--- src/rtl/vga_mode_sequencer.sv ---
// vga_mode_sequencer: frame-synchronous display-mode controller for the VGA
// switch/colour-bar path. It debounces the mode button, holds the requested
// mode as "pending", and commits the mode, mux select and latched switch
// colour only at a frame boundary so that nothing changes mid-frame.
module vga_mode_sequencer #(
  parameter int DEB_CYCLES  = 250000,
  parameter int AUTO_FRAMES = 60
) (
  input  logic        clk,
  input  logic        reset,
  input  logic        btn_mode,
  input  logic        v_sync,
  input  logic [3:0]  sw_red,
  input  logic [3:0]  sw_green,
  input  logic [3:0]  sw_blue,
  output logic [1:0]  mode,
  output logic        sel,
  output logic [11:0] rgb_sw,
  output logic        frame_tick
);

  localparam int DEB_W = ($clog2(DEB_CYCLES) > 0) ? $clog2(DEB_CYCLES) : 1;
  localparam int FC_W  = ($clog2(AUTO_FRAMES) > 0) ? $clog2(AUTO_FRAMES) : 1;

  typedef enum logic [1:0] {
    MODE_SW   = 2'd0,
    MODE_BAR  = 2'd1,
    MODE_AUTO = 2'd2
  } mode_e;

  logic             btn_s1_q, btn_s2_q;
  logic [DEB_W-1:0] deb_cnt_q, deb_cnt_d;
  logic             stable_q, stable_d;
  logic             btn_pulse_q, btn_pulse_d;
  mode_e            pending_q, pending_d;
  logic             vs_q;
  logic             frame_tick_q, frame_tick_d;
  mode_e            mode_q, mode_d;
  logic             sel_q, sel_d;
  logic [11:0]      rgb_q, rgb_d;
  logic [FC_W-1:0]  frame_cnt_q, frame_cnt_d;
  logic             auto_sel_q, auto_sel_d;

  // Debounce, pending-mode advance and frame-boundary commit logic.
  always_comb begin
    // NOTE: every signal gets a default first so no path leaves it unassigned
    // (otherwise a latch is inferred).
    deb_cnt_d    = '0;
    stable_d     = stable_q;
    pending_d    = pending_q;
    frame_tick_d = vs_q & ~v_sync;
    mode_d       = mode_q;
    sel_d        = sel_q;
    rgb_d        = rgb_q;
    frame_cnt_d  = frame_cnt_q;
    auto_sel_d   = auto_sel_q;

    // A new level is accepted only after it has been seen for DEB_CYCLES
    // consecutive cycles; any return to the stable level restarts the count.
    if (btn_s2_q != stable_q) begin
      if (deb_cnt_q == DEB_W'(DEB_CYCLES - 1)) begin
        stable_d = btn_s2_q;
      end else begin
        deb_cnt_d = deb_cnt_q + DEB_W'(1);
      end
    end
    btn_pulse_d = stable_d & ~stable_q;

    // Presses accumulate in pending; they are invisible until the next commit.
    if (btn_pulse_q) begin
      case (pending_q)
        MODE_SW:  pending_d = MODE_BAR;
        MODE_BAR: pending_d = MODE_AUTO;
        default:  pending_d = MODE_SW;
      endcase
    end

    // Commit uses the pending value from before any press landing this cycle.
    if (frame_tick_q) begin
      rgb_d  = {sw_red, sw_green, sw_blue};
      mode_d = pending_q;
      if (pending_q != MODE_AUTO || mode_q != MODE_AUTO) begin
        frame_cnt_d = '0;
        auto_sel_d  = 1'b0;
      end else if (frame_cnt_q == FC_W'(AUTO_FRAMES - 1)) begin
        frame_cnt_d = '0;
        auto_sel_d  = ~auto_sel_q;
      end else begin
        frame_cnt_d = frame_cnt_q + FC_W'(1);
      end
      case (pending_q)
        MODE_SW:  sel_d = 1'b0;
        MODE_BAR: sel_d = 1'b1;
        default:  sel_d = auto_sel_d;
      endcase
    end
  end

  // State registers; the v_sync history resets high so no tick follows reset.
  always_ff @(posedge clk or negedge reset) begin
    if (!reset) begin
      btn_s1_q     <= 1'b0;
      btn_s2_q     <= 1'b0;
      deb_cnt_q    <= '0;
      stable_q     <= 1'b0;
      btn_pulse_q  <= 1'b0;
      pending_q    <= MODE_SW;
      vs_q         <= 1'b1;
      frame_tick_q <= 1'b0;
      mode_q       <= MODE_SW;
      sel_q        <= 1'b0;
      rgb_q        <= '0;
      frame_cnt_q  <= '0;
      auto_sel_q   <= 1'b0;
    end else begin
      // NOTE: non-blocking assignments so every flop samples pre-edge values,
      // which is what makes the 2-FF synchroniser a real two-stage chain.
      btn_s1_q     <= btn_mode;
      btn_s2_q     <= btn_s1_q;
      deb_cnt_q    <= deb_cnt_d;
      stable_q     <= stable_d;
      btn_pulse_q  <= btn_pulse_d;
      pending_q    <= pending_d;
      vs_q         <= v_sync;
      frame_tick_q <= frame_tick_d;
      mode_q       <= mode_d;
      sel_q        <= sel_d;
      rgb_q        <= rgb_d;
      frame_cnt_q  <= frame_cnt_d;
      auto_sel_q   <= auto_sel_d;
    end
  end

  assign mode       = mode_q;
  assign sel        = sel_q;
  assign rgb_sw     = rgb_q;
  assign frame_tick = frame_tick_q;

endmodule

--- config.mk ---
export PLATFORM = sky130hd
export DESIGN_NAME = vga_mode_sequencer
export DESIGN_NICKNAME = d
export VERILOG_FILES = /design/src/rtl/vga_mode_sequencer.sv
export SDC_FILE = /design/constraint.sdc
export NUM_CORES = 1
export LEC_CHECK = 0
export ABC_AREA = 1
export BUFFER_PORTS_ARGS = -buffer_cell sky130_fd_sc_hd__buf_2
export CORE_AREA = 2 2 70 72
export CTS_CLUSTER_SIZE = 30
export DETAILED_ROUTE_END_ITERATION = 8
export DIE_AREA = 0 0 72 74
export PLACE_DENSITY = 0.73
export SYNTH_ARGS = -nofsm -noshare
export SYNTH_HDL_FRONTEND = slang
export SYNTH_SLANG_ARGS = --single-unit
--- constraint.sdc ---
create_clock -name clk -period 1.3 [get_ports clk]
set_input_delay 0.13 -clock clk [delete_from_list [all_inputs] [get_ports clk]]
set_output_delay 0.13 -clock clk [all_outputs]
set_load 0.005 [all_outputs]
==> results of run 1 <==
==> final timing paths <==
check	slack, ns	start	end	cells past startpoint
min in group asynchronous	0.25	reset	mode[0]	2
setup reg to reg	-0.03	deb_cnt_q[0]	deb_cnt_q[7]	8
hold / removal	0.02	sw_red[2]	rgb_sw[10]	3
hold reg to reg	0.35	btn_s1_q	btn_s2_q	0
max in group asynchronous	0.51	reset	vs_q	3
setup / recovery	-0.03	deb_cnt_q[0]	deb_cnt_q[7]	8
==> cell families after synthesis <==
kind of cell	count (synthesis)	synth area share
flops	48	0.532
compound gates	9	0.0210
simple gates	177	0.339
buf+inv	32	0.0548
xor+xnor	11	0.0426
fa+ha+maj	2	0.0111
==> layer usage <==
| metal | vias up | GRT usage | wire length [um] |
|---|---|---|---|
| met2 | 55 | 0.328 | 2580 |
| met5 | - | 0 | 0 |
| met1 | 896 | 0.236 | 2080 |
| li1 | 987 | - | - |
| met4 | 0 | 0.0629 | 124 |
| met3 | 14 | 0.0556 | 220 |
==> critical path, delay by kind of cell, from the launching register on <==
kind	cells	cell delay, ns
adder cells (fa/ha/maj)	1	0.22
flip-flops	1	0.39
AND/OR/NAND/NOR	7	0.62
==> power by group through the flow <==
stage               sequential (mW)  combinational (mW)  clock [mW]
finish                         1.60               0.248        1.13
global route                   1.61               0.289        1.21
CTS                            1.60               0.234        1.15
detailed placement             1.62               0.226           0
global placement               1.62               0.222           0
floorplan                      1.63              0.0805           0
==> state kept, by name, summed over array words and instances, names as in the netlist <==
signal / flops
btn_pulse_q: 1
sel: 1
stable_q: 1
rgb_sw: 12
deb_cnt_q: 18
frame_cnt_q: 6
frame_tick: 1
pending_q: 2
auto_sel_q: 1
btn_s1_q: 1
vs_q: 1
btn_s2_q: 1
mode: 2
==> area by class of cell <==
class | count | area, sq um
timing repair buffer | 56 | 367
clock inverter | 2 | 38.8
clock buffer | 6 | 82.6
inverter | 28 | 105
sequential | 48 | 1210
multi-input combinational | 199 | 1070
fill | 372 | 1660
tap | 54 | 67.6
==> stage by stage <==
stage               power, mW  cells  setup TNS [ns]  cell area, sq um  hold WS, ns
finish                   2.97    393          -0.187              2940       0.0212
global placement         1.84    371         -0.0965              2560       0.0508
CTS                      2.98    385         -0.0560              2760       0.0176
floorplan                1.71    279               0              2260       -0.166
global route             3.11    393           -1.43              2940       0.0120
detailed placement       1.85    371          -0.428              2560       0.0476
==> cell usage after synthesis <==
master    instances  area, sq um
nand2_1          83          312
and2_1            1         6.26
nand3_2           1         10.0
nor2_2            2         12.5
o21ai_0           4         20.0
nand4_1           6         37.5
o21a_1            1         7.51
nor2_4            2         22.5
xor2_1            8         70.1
xnor2_1           3         26.3
clkinv_1          1         3.75
nor2_1           54          203
ha_1              2         25.0
o21ai_1           1         5.00
or2_2             1         6.26
a21oi_1           3         15.0
nor3b_1           2         15.0
nor3_1            6         30.0
dfstp_2           1         26.3
nand2_2           2         12.5
nand3b_1          2         15.0
inv_1            25         93.8
nor3_2            2         20.0
inv_2             2         7.51
dfrtp_1          47         1180
buf_4             1         7.51
clkbuf_1          3         11.3
nand3_1          13         65.1
==> repair_timing <==
action,CTS,global route
pin swaps,8,15
gates resized for setup,7,34
setup endpoints to repair,10,23
hold endpoints to repair,15,0
hold buffers,3,0
setup buffers,3,8
==> impl_metrics.ini, run 1 <==
[status]
run_status = finished, violations left
violations = negative setup slack

[sta]
tightest_slew_ns = 0.339
skew_ns = 0.00794
finalCriticalPeriod_ns = 1.33
hold_viol_final = 0
slew_headroom = 0.774
fmax_ghz = 0.750
grt_setup_unrepaired = true
setup_viol = 8
drv_slew = 0
post-route-period-util = 1.03
setup_slack_ns = -0.0341

[yosys]
avgSynthCellArea_sq_um = 8.11
netlist_instances = 279
ys.warnings.count = 0
syn_area_sq_um = 2260
ys_seq_area_frac = 0.532
syn_nets = 297
ys_ff_latch = 48
synth.distinct_cells = 28

[drt]
ant_nets = 0
vias = 1952
drc_errors = 0
routed_wl_mm = 5.01
drtPass1Iterations = 6
drt_iter0_drc = 95
wl_per_cell_um = 12.7
vias_per_cell = 4.97

[power]
p_seq_frac = 0.537
ir_worst_vdd_uv = 756
leakage_nw = 1.43
pwr_density_cell_nw_per_um2 = 1010
p_int_mw = 2.30
p_sw_frac = 0.225
comb_power_share = 0.083
p_clk_frac = 0.380
switchingPower_mw = 0.670

[worst_setup_path]
arrival_ns = 1.53
cp_max_fo = 7
crit_path_cell_trace = ha_2 -> nand2_4 -> nor2_4 -> nand2_2 -> nor2_4 -> nand2_2 -> nand2_4 -> nor2_1
end_kind = flop
required_ns = 1.49
crit_type = flop to flop
cp-start-kind = flop
critical_path.slowest_cell = dfrtp_1
critPathMaxStageDelay_ns = 0.39

[clock_tree]
cts_buffer_depth = 2
cts.sinks = 48
tritoncts = done
root_buffer = clkbuf_8
htreeDepth = 2
clkTransAtPathRegs_ns = 0.09
numCtsBuffers = 5
clk_latency_ns = 0.30

[finish]
diodes = 0
syn_to_final_growth_pct = 29.9
final_cell_mix = 78 x nand2_1, 45 x nor2_1, 42 x dfrtp_1
postLayoutCoreUtil = 0.639
final_common_cell = nand2_1
layout-drive-gt1-share = 0.313
finalNetCount = 356

[global_route]
grt_overflow = 0
gr-usage-all-layers = 0.192
grt_pass1_wl_mm = 7.92
grt_max_degree = 26
grt_pass1_vias = 1811
antenna_found_initial = 0

[worst_hold_path]
hold_class = input pin to flop

[floorplanning]
core-area_sq_um = 4600
die_x_um = 72
die_area_sq_um = 5330
rows = 25
initial_core_util = 0.492
num_io_pins = 32
die_height_um = 74

[job]
drv_cap = 0

[placement]
io_buffers = 31
dp_hpwl_mm = 3.40
gp_congestion = 0.947
place_ws_ns = -0.0656
Power figures use the tool's default switching activity.
==> run 2, diff against run 1 <==
--- a/config.mk
+++ b/config.mk
@@ -7,11 +7,13 @@
 export LEC_CHECK = 0
 export ABC_AREA = 1
 export BUFFER_PORTS_ARGS = -buffer_cell sky130_fd_sc_hd__buf_2
-export CORE_AREA = 2 2 70 72
+export CELL_PAD_IN_SITES_DETAIL_PLACEMENT = 1
+export CELL_PAD_IN_SITES_GLOBAL_PLACEMENT = 1
+export CORE_AREA = 3 3 82 84
 export CTS_CLUSTER_SIZE = 30
 export DETAILED_ROUTE_END_ITERATION = 8
-export DIE_AREA = 0 0 72 74
-export PLACE_DENSITY = 0.73
+export DIE_AREA = 0 0 85 87
+export PLACE_DENSITY_LB_ADDON = 0.1
 export SYNTH_ARGS = -nofsm -noshare
 export SYNTH_HDL_FRONTEND = slang
 export SYNTH_SLANG_ARGS = --single-unit
==> impl_metrics.ini, run 2 (synthesis gave the netlist of run 1 again) <==
[finish]
layout-drive-gt1-share = 0.285
postLayoutCoreUtil = 0.486
largest-register = deb_cnt_q
diodes = 0
finalNetCount = 361
final_common_cell = nand2_1
syn_to_final_growth_pct = 28.8
final_cell_mix = 81 x nand2_1, 51 x nor2_1, 46 x dfrtp_1
largest_register_ffs = 18

[sta]
slew_headroom = 0.734
finalCriticalPeriod_ns = 1.36
setup_slack_ns = -0.0639
skew_ns = 0.00496
grt_setup_unrepaired = true
fmax_ghz = 0.733
setup_viol = 14
hold-worst-slack_ns = 0.0307
hold_viol_final = 0
drv_slew = 0
post-route-period-util = 1.05
tightest_slew_ns = 0.396

[placement]
gp_congestion = 0.786
io_buffers = 31
dp_hpwl_mm = 4.39
place_ws_ns = -0.110

[drt]
vias = 1963
drc_errors = 0
ant_nets = 0
drt_iter0_drc = 54
drtPass1Iterations = 4
routed_wl_mm = 5.66
wl_per_cell_um = 13.5
vias_per_cell = 4.68

[global_route]
grt_overflow = 0
gr-usage-all-layers = 0.167
antenna_found_initial = 0
grt_max_degree = 26
grt_pass1_wl_mm = 9.78
grt_pass1_vias = 2128

[clock_tree]
numCtsBuffers = 5
clkTransAtPathRegs_ns = 0.09
tritoncts = done
clk_latency_ns = 0.29
cts_buffer_depth = 2
htreeDepth = 2
cts.sinks = 48
root_buffer = clkbuf_8

[floorplanning]
num_io_pins = 32
core-area_sq_um = 5990
die_height_um = 87
die_x_um = 85
rows = 28
initial_core_util = 0.378
die_area_sq_um = 7400

[power]
pwr_density_cell_nw_per_um2 = 935
leakage_nw = 1.42
ir_worst_vdd_uv = 568

[job]
drv_cap = 0

[worst_setup_path]
crit_type = flop to flop
end_kind = flop
cp-start-kind = flop
crit_path_cell_trace = inv_1 -> or2_2 -> nor2_1 -> nand2_2 -> nand2_4 -> nor2_1
critPathMaxStageDelay_ns = 0.42
critical_path.slowest_cell = dfrtp_1
crit_top_cell = nor2_1
required_ns = 1.49
cp_max_fo = 7
arrival_ns = 1.55

[worst_hold_path]
hold_class = input pin to flop

[status]
run_status = finished, violations left
violations = negative setup slack
[run 2: cell types whose count changed in the layout (fill, tap and decap cells not counted), moves of 3 or more]
cell,delta
nor2_1,+6
buf_4,+5
nor2_2,-5
dfrtp_1,+4
dfrtp_2,-4
nand2_1,+3
nand3_1,+3
[run 2: report_power, final]
part / internal, mW / switching, mW
Clock: 0.377 / 0.503
Combinational: 0.112 / 0.136
Sequential: 1.56 / 0.0378
Total: 2.05 / 0.677
[run 2: what timing repair did]
action                                 in CTS  in global routing
endpoints found under the hold margin      14                  0
hold buffers                                3                  0
resized for setup                          11                 14
buffers inserted                            1                  1
setup endpoints to repair                  18                 27
pin swaps                                   9                 12
[run 2: final timing paths]
| check | from | to | slack (ns) | cells past startpoint |
|---|---|---|---|---|
| max reg2reg | deb_cnt_q[7] | deb_cnt_q[3] | -0.06 | 6 |
| min reg2reg | btn_s1_q | btn_s2_q | 0.36 | 0 |
| max | deb_cnt_q[7] | deb_cnt_q[3] | -0.06 | 6 |
| max in group asynchronous | reset | vs_q | 0.50 | 3 |
| min in group asynchronous | reset | deb_cnt_q[7] | 0.27 | 2 |
| min | sw_blue[3] | rgb_sw[3] | 0.03 | 3 |
[run 2: through the flow]
step	TNS (ns)	instance area (sq um)	cells	power [mW]
4_1_cts	-0.666	2850	418	2.77
6_report	-0.527	2910	419	2.72
5_1_grt	-2.64	2910	419	2.88
3_5_place_dp	-0.837	2690	406	1.86
3_3_place_gp	-0.153	2690	406	1.86
2_1_floorplan	0	2260	279	1.71
[run 2: worst max-delay path, delay by kind of cell, from the launching register on]
kind	cells	cell delay, ns
buffers and inverters	1	0.10
DFF	1	0.42
and+or+nand+nor	5	0.74
[run 2: cell type report]
type / instances / area (sq um)
Clock buffer: 6 / 72.6
Fill cell: 757 / 3080
Sequential cell: 48 / 1200
Clock inverter: 2 / 12.5
Inverter: 28 / 105
Tap cell: 75 / 93.8
Multi-Input combinational cell: 199 / 1020
Timing Repair Buffer: 61 / 404
[run 2: per-layer routing]
metal,track usage,up-vias,part of all wire
met4,0.0446,0,0.010
met5,0,-,0
met2,0.280,27,0.49
met1,0.221,939,0.47
met3,0.0322,6,0.033
li1,-,991,-
==> run 3, diff against run 2 <==
--- a/config.mk
+++ b/config.mk
@@ -13,6 +13,7 @@
 export CTS_CLUSTER_SIZE = 30
 export DETAILED_ROUTE_END_ITERATION = 8
 export DIE_AREA = 0 0 85 87
+export GPL_TIMING_DRIVEN = 0
 export PLACE_DENSITY_LB_ADDON = 0.1
 export SYNTH_ARGS = -nofsm -noshare
 export SYNTH_HDL_FRONTEND = slang
==> impl_metrics.ini, run 3 (synthesis gave the netlist of run 1 again) <==
[worst_setup_path]
cp_max_fo = 7
end_kind = flop
cp-start-kind = flop
arrival_ns = 1.52
required_ns = 1.50
crit_type = flop to flop

[floorplanning]
rows = 28
num_io_pins = 32
die_height_um = 87
core-area_sq_um = 5990
die_x_um = 85
die_area_sq_um = 7400
initial_core_util = 0.378

[sta]
setup_viol = 7
setup_slack_ns = -0.0196
tightest_slew_ns = 1.09
post-route-period-util = 1.02
hold-worst-slack_ns = 0.0122
hold_viol_final = 0
slew_headroom = 0.274
skew_ns = 0.0115
fmax_ghz = 0.758
totalNegativeSetupSlack_ns = -0.123
finalCriticalPeriod_ns = 1.32
grt_setup_unrepaired = true
drv_slew = 0

[finish]
postLayoutCoreUtil = 0.484
diodes = 0
finalNetCount = 349
final_cells = 407
final_cell_mix = 77 x nand2_1, 44 x nor2_1, 41 x dfrtp_1
syn_to_final_growth_pct = 28.3
largest-register = deb_cnt_q
layout-drive-gt1-share = 0.298
final_common_cell = nand2_1
largest_register_ffs = 18
design_area_sq_um = 2900

[status]
violations = negative setup slack
run_status = finished, violations left

[drt]
wl_per_cell_um = 13.5
vias_per_cell = 4.75
drc_errors = 0
ant_nets = 0
drt_iter0_drc = 113
vias = 1934
drtPass1Iterations = 4
routed_wl_mm = 5.49

[placement]
gp_congestion = 0.746
dp_hpwl_mm = 3.86
place_inst = 385
place_ws_ns = -0.238
placed_area_sq_um = 2510
io_buffers = 31

[clock_tree]
cts_buffer_depth = 2
root_buffer = clkbuf_8
clk_latency_ns = 0.31
numCtsBuffers = 5
clkTransAtPathRegs_ns = 0.10
htreeDepth = 2
cts.sinks = 48
tritoncts = done

[global_route]
grt_overflow = 0
grt_pass1_wl_mm = 9.34
grt_pass1_vias = 1966
antenna_found_initial = 0
grt_max_degree = 49
gr-usage-all-layers = 0.159

[power]
fin_total_pwr_mw = 2.96
ir_worst_vdd_uv = 475
pwr_density_cell_nw_per_um2 = 1020
leakage_nw = 1.38

[worst_hold_path]
hold_class = input pin to flop

[job]
drv_cap = 0
==> run 3: changes by cell type in the layout (fill, tap and decap cells not counted), sizes merged <==
cell and delta:
inv +1, bufinv +1, dlygate4sd3 -1, clkinv -1, buf -14, clkbuf +2
==> run 3: final cells by class <==
class                           instances  area [sq um]
Inverter                               28           109
Buffer                                  4          25.0
Clock buffer                            5          68.8
Tap cell                               75          93.8
Timing Repair Buffer                   45           278
Sequential cell                        48          1210
Multi-Input combinational cell        199          1070
Clock inverter                          3          46.3
Fill cell                             739          3090
==> run 3: layer usage <==
| metal | vias up | wire length, um | share of wire | global-route usage |
|---|---|---|---|---|
| li1 | 963 | - | - | - |
| met1 | 933 | 2620 | 0.48 | 0.226 |
| met2 | 33 | 2540 | 0.46 | 0.241 |
| met3 | 5 | 262 | 0.048 | 0.0331 |
| met4 | 0 | 68 | 0.012 | 0.0518 |
| met5 | - | 0 | 0 | 0 |
==> run 3: where the power goes <==
part	switching [mW]	internal, mW	leakage (nW)
Clock	0.545	0.580	0.0548
Sequential	0.0403	1.56	0.627
Combinational	0.134	0.100	0.694
Total	0.719	2.24	1.38
==> run 3: worst max-delay path: stages (launching register included) <==
cell and delay, ns:
dfrtp_2 0.46, buf_12 0.15, nor2_1 0.14, nand2_1 0.12, nor2_4 0.12, nand2_2 0.08, nand2_4 0.10, nor2_1 0.05
==> run 3: final timing paths <==
path | start | endpoint | slack [ns] | cells after the start
worst min register to register | btn_s1_q | btn_s2_q | 0.37 | 0
worst max-delay path | deb_cnt_q[5] | deb_cnt_q[3] | -0.02 | 7
min in group asynchronous | reset | deb_cnt_q[5] | 0.02 | 1
worst min-delay path | sw_blue[3] | rgb_sw[3] | 0.01 | 3
worst max register to register | deb_cnt_q[5] | deb_cnt_q[3] | -0.02 | 7
max in group asynchronous | reset | deb_cnt_q[0] | 0.54 | 1
==> run 3: what timing repair did <==
action | in CTS | in global routing
pin swaps | 11 | 11
setup endpoints to repair | 35 | 23
endpoints found under the hold margin | 3 | 0
resized for setup | 20 | 27
hold buffers | 2 | 0
setup buffers | 5 | 8
